<file path="src/rtl/gci_std_display_vram_responder.sv">
// VRAM-side responder: arbitration grant, command acceptance, SRAM drive and
// in-order read return through a credit-limited FIFO with requester backpressure.
module gci_std_display_vram_responder #(
   parameter int P_MEM_ADDR_N      = 19,
   parameter int P_SRAM_RD_LATENCY = 1,
   parameter int P_FIFO_DEPTH      = 4
) (
   input  logic                    iCLOCK,
   input  logic                    inRESET,
   input  logic                    iRESET_SYNC,
   input  logic                    iARBIT_REQ,
   output logic                    oARBIT_ACK,
   input  logic                    iARBIT_FINISH,
   input  logic                    iENA,
   output logic                    oBUSY,
   input  logic                    iRW,
   input  logic [P_MEM_ADDR_N-1:0] iADDR,
   input  logic [31:0]             iDATA,
   output logic                    oVALID,
   input  logic                    iBUSY,
   output logic [31:0]             oDATA,
   output logic                    oSRAM_CE,
   output logic                    oSRAM_WE,
   output logic [P_MEM_ADDR_N-1:0] oSRAM_ADDR,
   output logic [31:0]             oSRAM_DATA,
   input  logic [31:0]             iSRAM_DATA
);

   localparam int PW = $clog2(P_FIFO_DEPTH);
   localparam int CW = $clog2(P_FIFO_DEPTH + 1);
   localparam logic [CW-1:0] FULL_CNT = CW'(P_FIFO_DEPTH);
   localparam logic [CW-1:0] CNT_ONE  = CW'(1);
   localparam logic [PW:0]   PTR_ONE  = (PW + 1)'(1);

   typedef enum logic [1:0] {
      IDLE  = 2'd0,
      GRANT = 2'd1,
      WORK  = 2'd2,
      DRAIN = 2'd3
   } state_t;

   state_t                    state_r;
   logic                      ack_r;
   logic [CW-1:0]             outstanding_r;
   logic                      sram_ce_r;
   logic                      sram_we_r;
   logic [P_MEM_ADDR_N-1:0]   sram_addr_r;
   logic [31:0]               sram_data_r;
   logic [P_SRAM_RD_LATENCY-1:0] tag_r;
   logic [PW:0]               wr_ptr_r;
   logic [PW:0]               rd_ptr_r;
   logic [31:0]               fifo_mem_r [P_FIFO_DEPTH];

   logic busy_s;
   logic accept_s;
   logic rd_accept_s;
   logic push_s;
   logic pop_s;
   logic empty_s;

   // Outstanding counts reads from acceptance until pop, so it doubles as the credit counter.
   assign empty_s     = (wr_ptr_r == rd_ptr_r);
   assign busy_s      = (state_r != WORK) || (outstanding_r == FULL_CNT);
   assign accept_s    = iENA && !busy_s;
   assign rd_accept_s = accept_s && !iRW;
   assign push_s      = tag_r[P_SRAM_RD_LATENCY-1];
   assign pop_s       = !empty_s && !iBUSY;

   assign oARBIT_ACK = ack_r;
   assign oBUSY      = busy_s;
   assign oVALID     = pop_s;
   assign oDATA      = empty_s ? 32'h0000_0000 : fifo_mem_r[rd_ptr_r[PW-1:0]];
   assign oSRAM_CE   = sram_ce_r;
   assign oSRAM_WE   = sram_we_r;
   assign oSRAM_ADDR = sram_addr_r;
   assign oSRAM_DATA = sram_data_r;

   // Ownership FSM with the registered grant pulse.
   always_ff @(posedge iCLOCK or negedge inRESET) begin
      if (!inRESET) begin
         state_r <= IDLE;
         ack_r   <= 1'b0;
      end else if (iRESET_SYNC) begin
         state_r <= IDLE;
         ack_r   <= 1'b0;
      end else begin
         ack_r <= 1'b0;
         case (state_r)
            IDLE: begin
               if (iARBIT_REQ) begin
                  state_r <= GRANT;
                  ack_r   <= 1'b1;
               end
            end
            GRANT: state_r <= WORK;
            WORK: begin
               if (iARBIT_FINISH) begin
                  state_r <= DRAIN;
               end
            end
            DRAIN: begin
               if (outstanding_r == {CW{1'b0}}) begin
                  state_r <= IDLE;
               end
            end
            default: state_r <= IDLE;
         endcase
      end
   end

   // SRAM command register, read-tag pipeline, FIFO pointers and credit counter.
   always_ff @(posedge iCLOCK or negedge inRESET) begin
      if (!inRESET) begin
         sram_ce_r     <= 1'b0;
         sram_we_r     <= 1'b0;
         sram_addr_r   <= {P_MEM_ADDR_N{1'b0}};
         sram_data_r   <= 32'h0000_0000;
         tag_r         <= {P_SRAM_RD_LATENCY{1'b0}};
         wr_ptr_r      <= {(PW + 1){1'b0}};
         rd_ptr_r      <= {(PW + 1){1'b0}};
         outstanding_r <= {CW{1'b0}};
      end else if (iRESET_SYNC) begin
         sram_ce_r     <= 1'b0;
         sram_we_r     <= 1'b0;
         sram_addr_r   <= {P_MEM_ADDR_N{1'b0}};
         sram_data_r   <= 32'h0000_0000;
         tag_r         <= {P_SRAM_RD_LATENCY{1'b0}};
         wr_ptr_r      <= {(PW + 1){1'b0}};
         rd_ptr_r      <= {(PW + 1){1'b0}};
         outstanding_r <= {CW{1'b0}};
      end else begin
         if (accept_s) begin
            sram_ce_r   <= 1'b1;
            sram_we_r   <= iRW;
            sram_addr_r <= iADDR;
            sram_data_r <= iRW ? iDATA : 32'h0000_0000;
         end else begin
            sram_ce_r   <= 1'b0;
            sram_we_r   <= 1'b0;
            sram_addr_r <= {P_MEM_ADDR_N{1'b0}};
            sram_data_r <= 32'h0000_0000;
         end
         tag_r[0] <= sram_ce_r && !sram_we_r;
         for (int i = 1; i < P_SRAM_RD_LATENCY; i++) begin
            tag_r[i] <= tag_r[i-1];
         end
         if (push_s) begin
            wr_ptr_r <= wr_ptr_r + PTR_ONE;
         end
         if (pop_s) begin
            rd_ptr_r <= rd_ptr_r + PTR_ONE;
         end
         case ({rd_accept_s, pop_s})
            2'b10:   outstanding_r <= outstanding_r + CNT_ONE;
            2'b01:   outstanding_r <= outstanding_r - CNT_ONE;
            default: outstanding_r <= outstanding_r;
         endcase
      end
   end

   // Return FIFO storage; contents behind the pointers need no reset.
   always_ff @(posedge iCLOCK) begin
      if (push_s) begin
         fifo_mem_r[wr_ptr_r[PW-1:0]] <= iSRAM_DATA;
      end
   end

endmodule

</file>
<file path="config.mk">
export PLATFORM = sky130hd
export DESIGN_NAME = gci_std_display_vram_responder
export DESIGN_NICKNAME = d
export VERILOG_FILES = /design/src/rtl/gci_std_display_vram_responder.sv
export SDC_FILE = /design/constraint.sdc
export NUM_CORES = 1
export LEC_CHECK = 0
export BUFFER_PORTS_ARGS = -buffer_cell sky130_fd_sc_hd__buf_2
export CORE_ASPECT_RATIO = 1.2
export CORE_UTILIZATION = 30
export CTS_BUF_LIST = sky130_fd_sc_hd__clkbuf_8
export CTS_CLUSTER_DIAMETER = 60
export DETAILED_ROUTE_END_ITERATION = 16
export MAX_ROUTING_LAYER = met4
export PLACE_DENSITY = 0.61
export SYNTH_ARGS = -nofsm -noshare
export SYNTH_HDL_FRONTEND = slang
export SYNTH_SLANG_ARGS = --single-unit
</file>
<file path="constraint.sdc">
create_clock -name iCLOCK -period 3.29 [get_ports iCLOCK]
set_clock_uncertainty 0.15 [all_clocks]
set_input_delay 0.1645 -clock iCLOCK [delete_from_list [all_inputs] [get_ports iCLOCK]]
set_output_delay 0.1645 -clock iCLOCK [all_outputs]
set_load 0.01 [all_outputs]
</file>
# --- Word-level counts from Yosys, hierarchy flattened ---
# Memories as Yosys holds them, arrays and structs flattened.
# Index checks and enable logic that the tools add are counted.
# Widths: inputs -> output; s select.
op_classes:
  addsub: 4
  mul: 0
  div_mod_pow: 0
  n_lt_le_gt_ge: 0
  n_eq_ne: 11
  n_shift: 0
  mux: 27
  bitwise: 0
  n_reduce_logical: 16
ops:
  columns: ["operator", "count"]
  rows:
  - ["$mux 32", 4]
  - ["$mux 19", 2]
  - ["$mux 3", 5]
  - ["$mux 1", 10]
  - ["$add 3x1->3 const B", 3]
  - ["$ne 3x3->1 const B", 3]
  - ["$mux 2", 4]
  - ["$pmux 2 s4", 1]
  - ["$eq 2x2->1 const B", 3]
  - ["$pmux 3 s2", 1]
  - ["$logic_not 1->1", 5]
  - ["$eq 2x1->1 const B", 2]
  - ["$logic_and 1x1->1", 4]
  - ["$reduce_bool 2->1", 2]
  - ["$eq 3x3->1", 1]
  - ["$eq 3x3->1 const B", 1]
  - ["$logic_not 3->1", 1]
  - ["$reduce_and 3->1", 1]
  - ["$reduce_bool 3->1", 1]
  - ["$sub 3x1->3 const B", 1]
  - ["$logic_not 2->1", 1]
  - ["$ne 2x2->1 const B", 1]
  - ["$logic_or 1x1->1", 1]
totals:
  ff_bits: 66
  latch_bits: 0
  ram_bits: 128
  rom_bits: 0
  input_bits: 91
  output_inout_bits: 88
  wordCells: 69
  memories: 1
mem_list:
  columns: ["memory", "depth", "width", "rd", "rd_clocked_by_memory_dff", "write_ports", "line", "source"]
  rows:
  - ["fifo_mem_r", 4, 32, 1, 0, 1, "52", "logic [31:0] fifo_mem_r [P_FIFO_DEPTH];"]

# --- Depth between registers and ports, before layout ---
# Gate-level depths: netlist (run 1).
logic_depth:
  ltp_word: 8
  mapped_depth: 10
  ltp_nobuf: 10

# --- Worst setup path before layout (run 1) ---
# Ideal clock, no wire load.
synth_timing:
  path_kind: "reg-to-reg"
  from: "register state_r[0]"
  to: "register outstanding_r[1]"
  setup_time_ns: 0.116
  arrival_time_ns: 2.102
  setup_slack_ns: 0.923
  path_stages_with_launch: 11
  n_path_buf: 0
  synth_period_minus_slack_ns: 2.367
  path_cell_list: "dfrtp_1 inv_1 ha_1 nand3b_1 nor2_1 nor3_1 fa_1 nand2b_1 o21bai_1 mux2_2 o311ai_0"
synth_between:
  elab_chain_len: 8
synth_lines:
  columns: ["element", "line", "source"]
  rows:
  - ["from (decl)", "42", "state_t state_r;"]
  - ["from (signal assigned)", "81", "state_r <= IDLE;"]
  - ["from (signal assigned)", "84", "state_r <= IDLE;"]
  - ["from (signal assigned)", "91", "state_r <= GRANT;"]
  - ["$ne 2x2->1 *", "63", "assign busy_s = (state_r != WORK) || (outstanding_r == FULL_CNT);"]
  - ["$logic_or 1x1->1 *", "63", null]
  - ["$logic_not 1->1 *", "64", "assign accept_s = iENA && !busy_s;"]
  - ["$logic_and 1x1->1 *", "64", null]
  - ["$logic_and 1x1->1 *", "65", "assign rd_accept_s = accept_s && !iRW;"]
  - ["$eq 2x1->1 or $eq 2x2->1 (tied branches)", "153", "case ({rd_accept_s, pop_s})"]
  - ["$pmux 3 s2", "153", null]
  - ["$mux 3", "122", "end else if (iRESET_SYNC) begin"]
  - ["to (signal assigned)", "121", "outstanding_r <= {CW{1'b0}};"]
  - ["to (signal assigned)", "154", "2'b10: outstanding_r <= outstanding_r + CNT_ONE;"]
  - ["to (signal assigned)", "155", "2'b01: outstanding_r <= outstanding_r - CNT_ONE;"]
  - ["to (decl)", "44", "logic [CW-1:0] outstanding_r;"]
# Mark *: on every way between the ends. The rest lies on a longest branch, timed or not.
# A chain may end at the register's enable or synchronous reset.

# --- Worst setup path after layout (run 1) ---
# Ends and elaborated chain as after synthesis.

==> summary.md, run 1 <==
| Metric | Value |
|---|---|
| Peak VDD IR | `between 0.0002 and 0.00025 V` |
| Fin. Hold Viols | `0` |
| Row Count | `between 60 and 70` |
| Drt wl/cell | `16.9 um` |
| 1st-pass router iterations | `4` |
| Die Wd | `between 100 and 150 um` |
| Number of global-route vias before repair | `5,369` |
| Ys flop type | `edfxtp_1` |
| CP Data Arrival Time | `about 2.9 ns` |
| Core footprint | `about 0.024 mm2` |
| Share of layout cells above drive strength 1 | `0.370` |
| # setup viols final | `0` |
| Power per standard cell area | `470 mW/mm2` |
| FF-to-FF path depth | `10` |
| Post-synth top area cell | `edfxtp_1` |
| Top-area cell type share of the netlist area | `0.518` |
| Critical Path Max Stage Delay | `roughly 0.5 ns` |
| Die area | `0.0254 mm2` |
| Clock slew at the register clock pins of the worst setup and hold paths | `about 0.1 ns` |
| Seq/Total Area, Yosys | `0.740` |
| 1st-iter DRT viols | `178` |
| Gr ovfl total | `0` |
| HP Start | `iARBIT_FINISH` |
| Fill cells | `around 2,100` |
| Pins Over Slew Limit | `0` |
| IO Port Bufs | `~180` |
| Synth cell count leaders | `128 x edfxtp_1, 66 x dfrtp_1, 56 x and2_1, 34 x and3_1, 32 x mux4_2` |
| Buffer count from post-CTS setup fixing | `0` |
| Clock buffer count from CTS | `17` |
| Register-to-register setup slack | `between 0.5 and 0.6 ns` |
| R2R Path End | `outstanding_r[1]$_DFFE_PN0P_` |
| Synth top area cells | `edfxtp_1 52%, dfrtp_1 22%, mux4_2 9.7%` |
| Post-cts sizing count | `0` |
| Cell count after synthesis | `409` |
| RSZ-0062 raised after global routing | `false` |
| Top Family by Delay on Critical Path | `adder cells` |
| Sinks on Clock Net | `between 150 and 200` |
| IO Pins | `between 150 and 200` |
| Sequential cell area | `0.00550 mm2` |
| Buf+Inv Stages, Crit Path | `1` |
| Largest net degree at the start of global routing | `between 50 and 60` |
| CP endpoint kind | `flip-flop` |
| Count leader, synth | `edfxtp_1` |
| CTS tree | `done` |
| Worst-Margin Slew | `just over 1 ns` |
| Status | `finished clean` |
| Yosys cell types | `39` |
| Tcrit/Tclk final | `0.835` |
| Max Cap Viol | `0` |
| Setup_tns | `0 ns` |
| DRC Markers | `0` |
| Worst hold slack | `0.0654 ns` |
| Antenna violations before repair | `1` |
| Hold_buf cts | `102` |
| RD Place Congestion | `0.746` |
| CP Class | `flip-flop to flip-flop` |
| #FFs+latches synth | `slightly below 200` |
| Number of flops mapped to enable cells by yosys | `roughly 130` |
| Synthesized area per cell | `approximately 18 um2` |
| Worst-skew pair later-pin latency | `around 0.45 ns` |
| CP Launch Type | `flip-flop` |
| Final Net Count | `about 790` |
| YS warnings | `0` |
| Starting Density | `0.308` |
| Fmax | `around 360 MHz` |
| H-tree levels | `4` |
| Synth-to-Final Area Change | `36.3%` |
| Multi-input logic area | `roughly 0.0018 mm2` |
| ANT nets after route | `0` |
| First-pass GRT wire length | `roughly 28,000 um` |
| Maximum fanout along the worst path | `6` |
| DR vias/cell | `4.52` |
| Slowest CP cell | `fa_1` |
| Fin crit period | `approximately 2.7 ns` |
| Final wirelength | `17,300 um` |
| Hold Path End | `state_r[0]$_DFFE_PN0P_` |
| RR Startpoint | `state_r[0]$_DFFE_PN0P_` |
| Post-DP HPWL | `approximately 9900 um` |
| CTS Buffer Depth | `2` |
| Total GRT Usage | `0.150` |
| Die Ht | `174 um` |
| Post-synthesis async set-or-reset flop share | `0.340` |
| DR vias | `4,640` |
| Leak | `between 4 and 5 nW` |
| Hold Path Stages | `4` |
| CTS root buf | `clkbuf_8` |
| Synth Cell Area | `about 0.0074 mm2` |
| Critical Path RT | `approximately 3.5 ns` |
| Hold WC Path Type | `input port to flip-flop` |
| Post-Syn Nets | `just over 500` |
| Slew headroom | `0.315` |
| Cell-by-cell trace of the critical path | `inv_1, ha_1, nand3b_1, nor2_1, nor3_1, fa_1, nand2b_1, o21bai_1, mux2_2, o311ai_0` |
[worst max path at each step]
stage	from	end	slack [ns]	cells after the start
6_report	state_r[0]$_DFFE_PN0P_	outstanding_r[1]$_DFFE_PN0P_	0.54	10
5_1_grt	state_r[0]$_DFFE_PN0P_	outstanding_r[1]$_DFFE_PN0P_	0.40	10
4_1_cts	rd_ptr_r[0]$_DFFE_PN0P_	oDATA[5]	0.51	4
3_5_place_dp	state_r[0]$_DFFE_PN0P_	outstanding_r[1]$_DFFE_PN0P_	0.57	10
3_3_place_gp	state_r[0]$_DFFE_PN0P_	outstanding_r[1]$_DFFE_PN0P_	0.83	10
2_1_floorplan	state_r[0]$_DFFE_PN0P_	outstanding_r[1]$_DFFE_PN0P_	0.92	10
[metal layers]
metal,track usage,wire (um),share of wire,vias to the layer above
met5,-,0,0,-
met4,0.0724,486,0.028,0
met3,0.0375,1010,0.058,25
met2,0.254,8850,0.51,175
met1,0.164,6990,0.40,2346
li1,-,-,-,2094
[stage by stage]
| stage | instance area, um2 | util | power [mW] | setup WS (ns) | std cells |
|---|---|---|---|---|---|
| after floorplan | 7430 | - | 2.93 | 0.923 | 409 |
| after global placement | 8680 | 0.360 | 3.10 | 0.829 | 891 |
| after detailed placement | 8680 | 0.360 | 3.12 | 0.574 | 891 |
| after CTS | 10100 | 0.419 | 4.81 | 0.512 | 1025 |
| after global routing | 10100 | 0.420 | 4.96 | 0.403 | 1026 |
| final | 10100 | 0.420 | 4.75 | 0.542 | 1026 |
[state kept, by name, indices dropped and copies added (netlist names)]
name and flops:
state_r 2, outstanding_r 3, push_s 1, oSRAM_WE 1, rd_ptr_r 3, oSRAM_DATA 32
oSRAM_ADDR 19, wr_ptr_r 3, oSRAM_CE 1, oARBIT_ACK 1, fifo_mem_r 128
[cells by family after synthesis]
group	after synthesis	share of synthesized area
xor gates and xnor gates	8	0.0133
DFF	194	0.740
muxes	35	0.101
adders and majority gates	9	0.0162
and+or+nand+nor	124	0.101
AOI/OAI and AO/OA	11	0.0128
buffers and inverters	28	0.0157
[report_power, final]
| group | leakage [nW] | internal (mW) | switching, mW |
|---|---|---|---|
| Combinational | 2.07 | 0.244 | 0.233 |
| Sequential | 2.07 | 2.65 | 0.0232 |
| Clock | 0.214 | 0.724 | 0.880 |
| Total | 4.35 | 3.62 | 1.14 |
[tightest hold or removal path, stage by stage]
cell      delay [ns]
buf_2           0.08
o221ai_1        0.17
xnor2_1         0.18
nor2_1          0.04
[cell usage in the layout (no fill, tap or decap), types with 3 or more instances in the layout]
cell and count:
buf_2 178, edfxtp_1 128, dlygate4sd3_1 102, dfrtp_1 64
and2_1 52, and3_1 34, mux4_2 32, clkbuf_8 18
nor2_1 10, inv_1 8, ha_1 8, nand2_1 5
xnor2_1 5, buf_4 5, and2_2 4, inv_8 4
nand2b_1 3, inv_6 3
[final cells by class]
type | instances | share of cell area
multi-input combinational | 187 | 0.181
clock inverter | 14 | 0.0164
antenna | 1 | 0.000247
tap | 320 | 0.0396
sequential | 194 | 0.543
timing repair buffer | 285 | 0.193
inverter | 7 | 0.00260
clock buffer | 18 | 0.0245
Note: power is estimated with default switching activity, not from simulation.
==> run 2, diff against run 1 <==
Clock period 3.29 ns to 2.6 ns, I/O delays scaled along.
==> run 2 against run 1 <==
Power up 26%. Sequential power up 27%. Critical path depth unchanged. Register-to-register slack worse by 0.42 ns. Critical path type unchanged. Largest power group unchanged.
==> summary.md, run 2 (synthesis gave the netlist of run 1 again) <==
| Metric | Value |
|---|---|
| Final Net Count | `between 800 and 900` |
| Maximum fanout along the worst path | `4` |
| Pint | `approximately 4.6 mW` |
| Fin crit period | `approximately 2.5 ns` |
| Share of layout cells above drive strength 1 | `0.376` |
| Worst-Margin Slew | `0.632 ns` |
| Tcrit/Tclk final | `0.954` |
| Most common cell after layout, fill and taps aside | `buf_2` |
| Fmax | `between 400 and 500 MHz` |
| RD Place Congestion | `0.772` |
| Share of power burned in registers | `0.566` |
| Core footprint | `between 0.02 and 0.025 mm2` |
| 1st-iter DRT viols | `roughly 190` |
| Power per standard cell area | `~570 mW/mm2` |
| Placed standard-cell area | `between 0.008 and 0.009 mm2` |
| Status | `finished clean` |
| Critical Path Max Stage Delay | `~0.50 ns` |
| CP Data Arrival Time | `around 2.7 ns` |
| Pwr Total | `5.98 mW` |
| RR Startpoint | `state_r[0]$_DFFE_PN0P_` |
| Peak VDD IR | `between 0.0002 and 0.0003 V` |
| FF-to-FF path depth | `10` |
| Clock slew at the register clock pins of the worst setup and hold paths | `~0.11 ns` |
| First-pass GRT wire length | `27,700 um` |
| Final Util | `0.433` |
| Sinks on Clock Net | `194` |
| Gr ovfl total | `0` |
| Register-to-register setup slack | `approximately 0.12 ns` |
| DRC Markers | `0` |
| Slowest CP cell | `fa_1` |
| Fin. Hold Viols | `0` |
| Antenna violations before repair | `1` |
| Hold WC Path Type | `input port to asynchronous set/reset pin` |
| Fin area | `0.0105 mm2` |
| Clock buffer count from CTS | `17` |
| Total GRT Usage | `0.149` |
| Largest net degree at the start of global routing | `54` |
| CTS tree | `done` |
| Die Ht | `about 170 um` |
| H-tree levels | `4` |
| Buf+Inv Stages, Crit Path | `1` |
| DR vias | `roughly 4,700` |
| Setup_tns | `0 ns` |
| Number of flip-flops in the largest register | `128` |
| Worst-skew pair later-pin latency | `roughly 0.45 ns` |
| R2R Path End | `outstanding_r[1]$_DFFE_PN0P_` |
| Drt wl/cell | `around 16 um` |
| Sw Ratio | `0.235` |
| Top Family by Delay on Critical Path | `adder cells` |
| CP Launch Type | `flip-flop` |
| Final wirelength | `17,500 um` |
| Synth-to-Final Area Change | `40.8%` |
| Die area | `between 0.02 and 0.03 mm2` |
| CP endpoint kind | `flip-flop` |
| Cell-by-cell trace of the critical path | `inv_2, ha_2, nand3b_1, nor2_4, nor3_1, fa_1, nand2b_1, o21bai_1, mux2_2, o311ai_0` |
| Number of global-route vias before repair | `around 5,300` |
| Worst hold slack | `0.0919 ns` |
| Post-DP HPWL | `10,300 um` |
| Comb pwr share | `0.110` |
| Slew headroom | `0.579` |
| IO Pins | `179` |
| Sw Pwr | `approximately 1.4 mW` |
| Leak | `4.54 nW` |
| Starting Density | `0.308` |
| Commonest cells after routing, fill and taps aside | `178 x buf_2, 128 x edfxtp_1, 121 x dlygate4sd3_1, 64 x dfrtp_1, 52 x and2_1` |
| Pins Over Slew Limit | `0` |
| IO Port Bufs | `approximately 180` |
| Die Wd | `146 um` |
| Row Count | `62` |
| 1st-pass router iterations | `4` |
| # setup viols final | `0` |
| ANT nets after route | `0` |
| CTS root buf | `clkbuf_8` |
| Critical Path RT | `between 2 and 3 ns` |
| CTS Buffer Depth | `2` |
| Power share of the clock group | `0.323` |
| DR vias/cell | `between 4 and 5` |
| CP Class | `flip-flop to flip-flop` |
| Max Cap Viol | `0` |
run 2: power by group through the flow:
stage	combinational, mW	sequential [mW]	clock (mW)
after global routing	0.721	3.39	2.14
after global placement	0.481	3.44	0
after detailed placement	0.507	3.45	0
after CTS	0.637	3.38	2.03
after floorplan	0.256	3.45	0
final	0.660	3.38	1.93
run 2: what timing repair did:
item	4_1_cts	5_1_grt
endpoints found under the setup margin	23	2
resized for setup	1	6
gates cloned	0	0
setup buffers	0	6
hold buffers	121	0
hold endpoints to repair	230	0
pin swaps	0	3
run 2: worst max path at each step:
| stage | cells past startpoint | to | slack [ns] | startpoint |
|---|---|---|---|---|
| after floorplan | 10 | outstanding_r[1]$_DFFE_PN0P_ | 0.23 | state_r[0]$_DFFE_PN0P_ |
| after global placement | 8 | outstanding_r[1]$_DFFE_PN0P_ | 0.20 | rd_ptr_r[2]$_DFFE_PN0P_ |
| after detailed placement | 8 | outstanding_r[1]$_DFFE_PN0P_ | 0.04 | rd_ptr_r[2]$_DFFE_PN0P_ |
| after CTS | 10 | outstanding_r[1]$_DFFE_PN0P_ | 0.005 | state_r[0]$_DFFE_PN0P_ |
| after global routing | 10 | outstanding_r[2]$_DFFE_PN0P_ | -0.001 | state_r[0]$_DFFE_PN0P_ |
| final | 10 | outstanding_r[1]$_DFFE_PN0P_ | 0.12 | state_r[0]$_DFFE_PN0P_ |
run 2: layout make-up:
type	count	area, um2
sequential	194	5500
fill	2125	13700
clock inverter	15	156
antenna	1	2.50
inverter	7	26.3
clock buffer	17	234
timing repair buffer	319	2280
multi-input combinational	187	1860
tap	320	400
run 2: stage by stage:
stage               cells  worst slack, ns
floorplan             409            0.233
global placement      900            0.203
detailed placement    900           0.0361
CTS                  1053          0.00540
global route         1060         -0.00114
finish               1060            0.121
run 2: routing by layer:
layer  global-route usage  wire length, um
met5                    -                0
met4               0.0513              214
met3               0.0333              912
met2                0.255             8930
met1                0.172             7430
run 2: worst register-to-register path: stages, from the launching register on:
cell	delay (ns)
dfrtp_1	0.41
inv_2	0.09
ha_2	0.20
nand3b_1	0.15
nor2_4	0.16
nor3_1	0.07
fa_1	0.50
nand2b_1	0.08
o21bai_1	0.16
mux2_2	0.27
o311ai_0	0.11
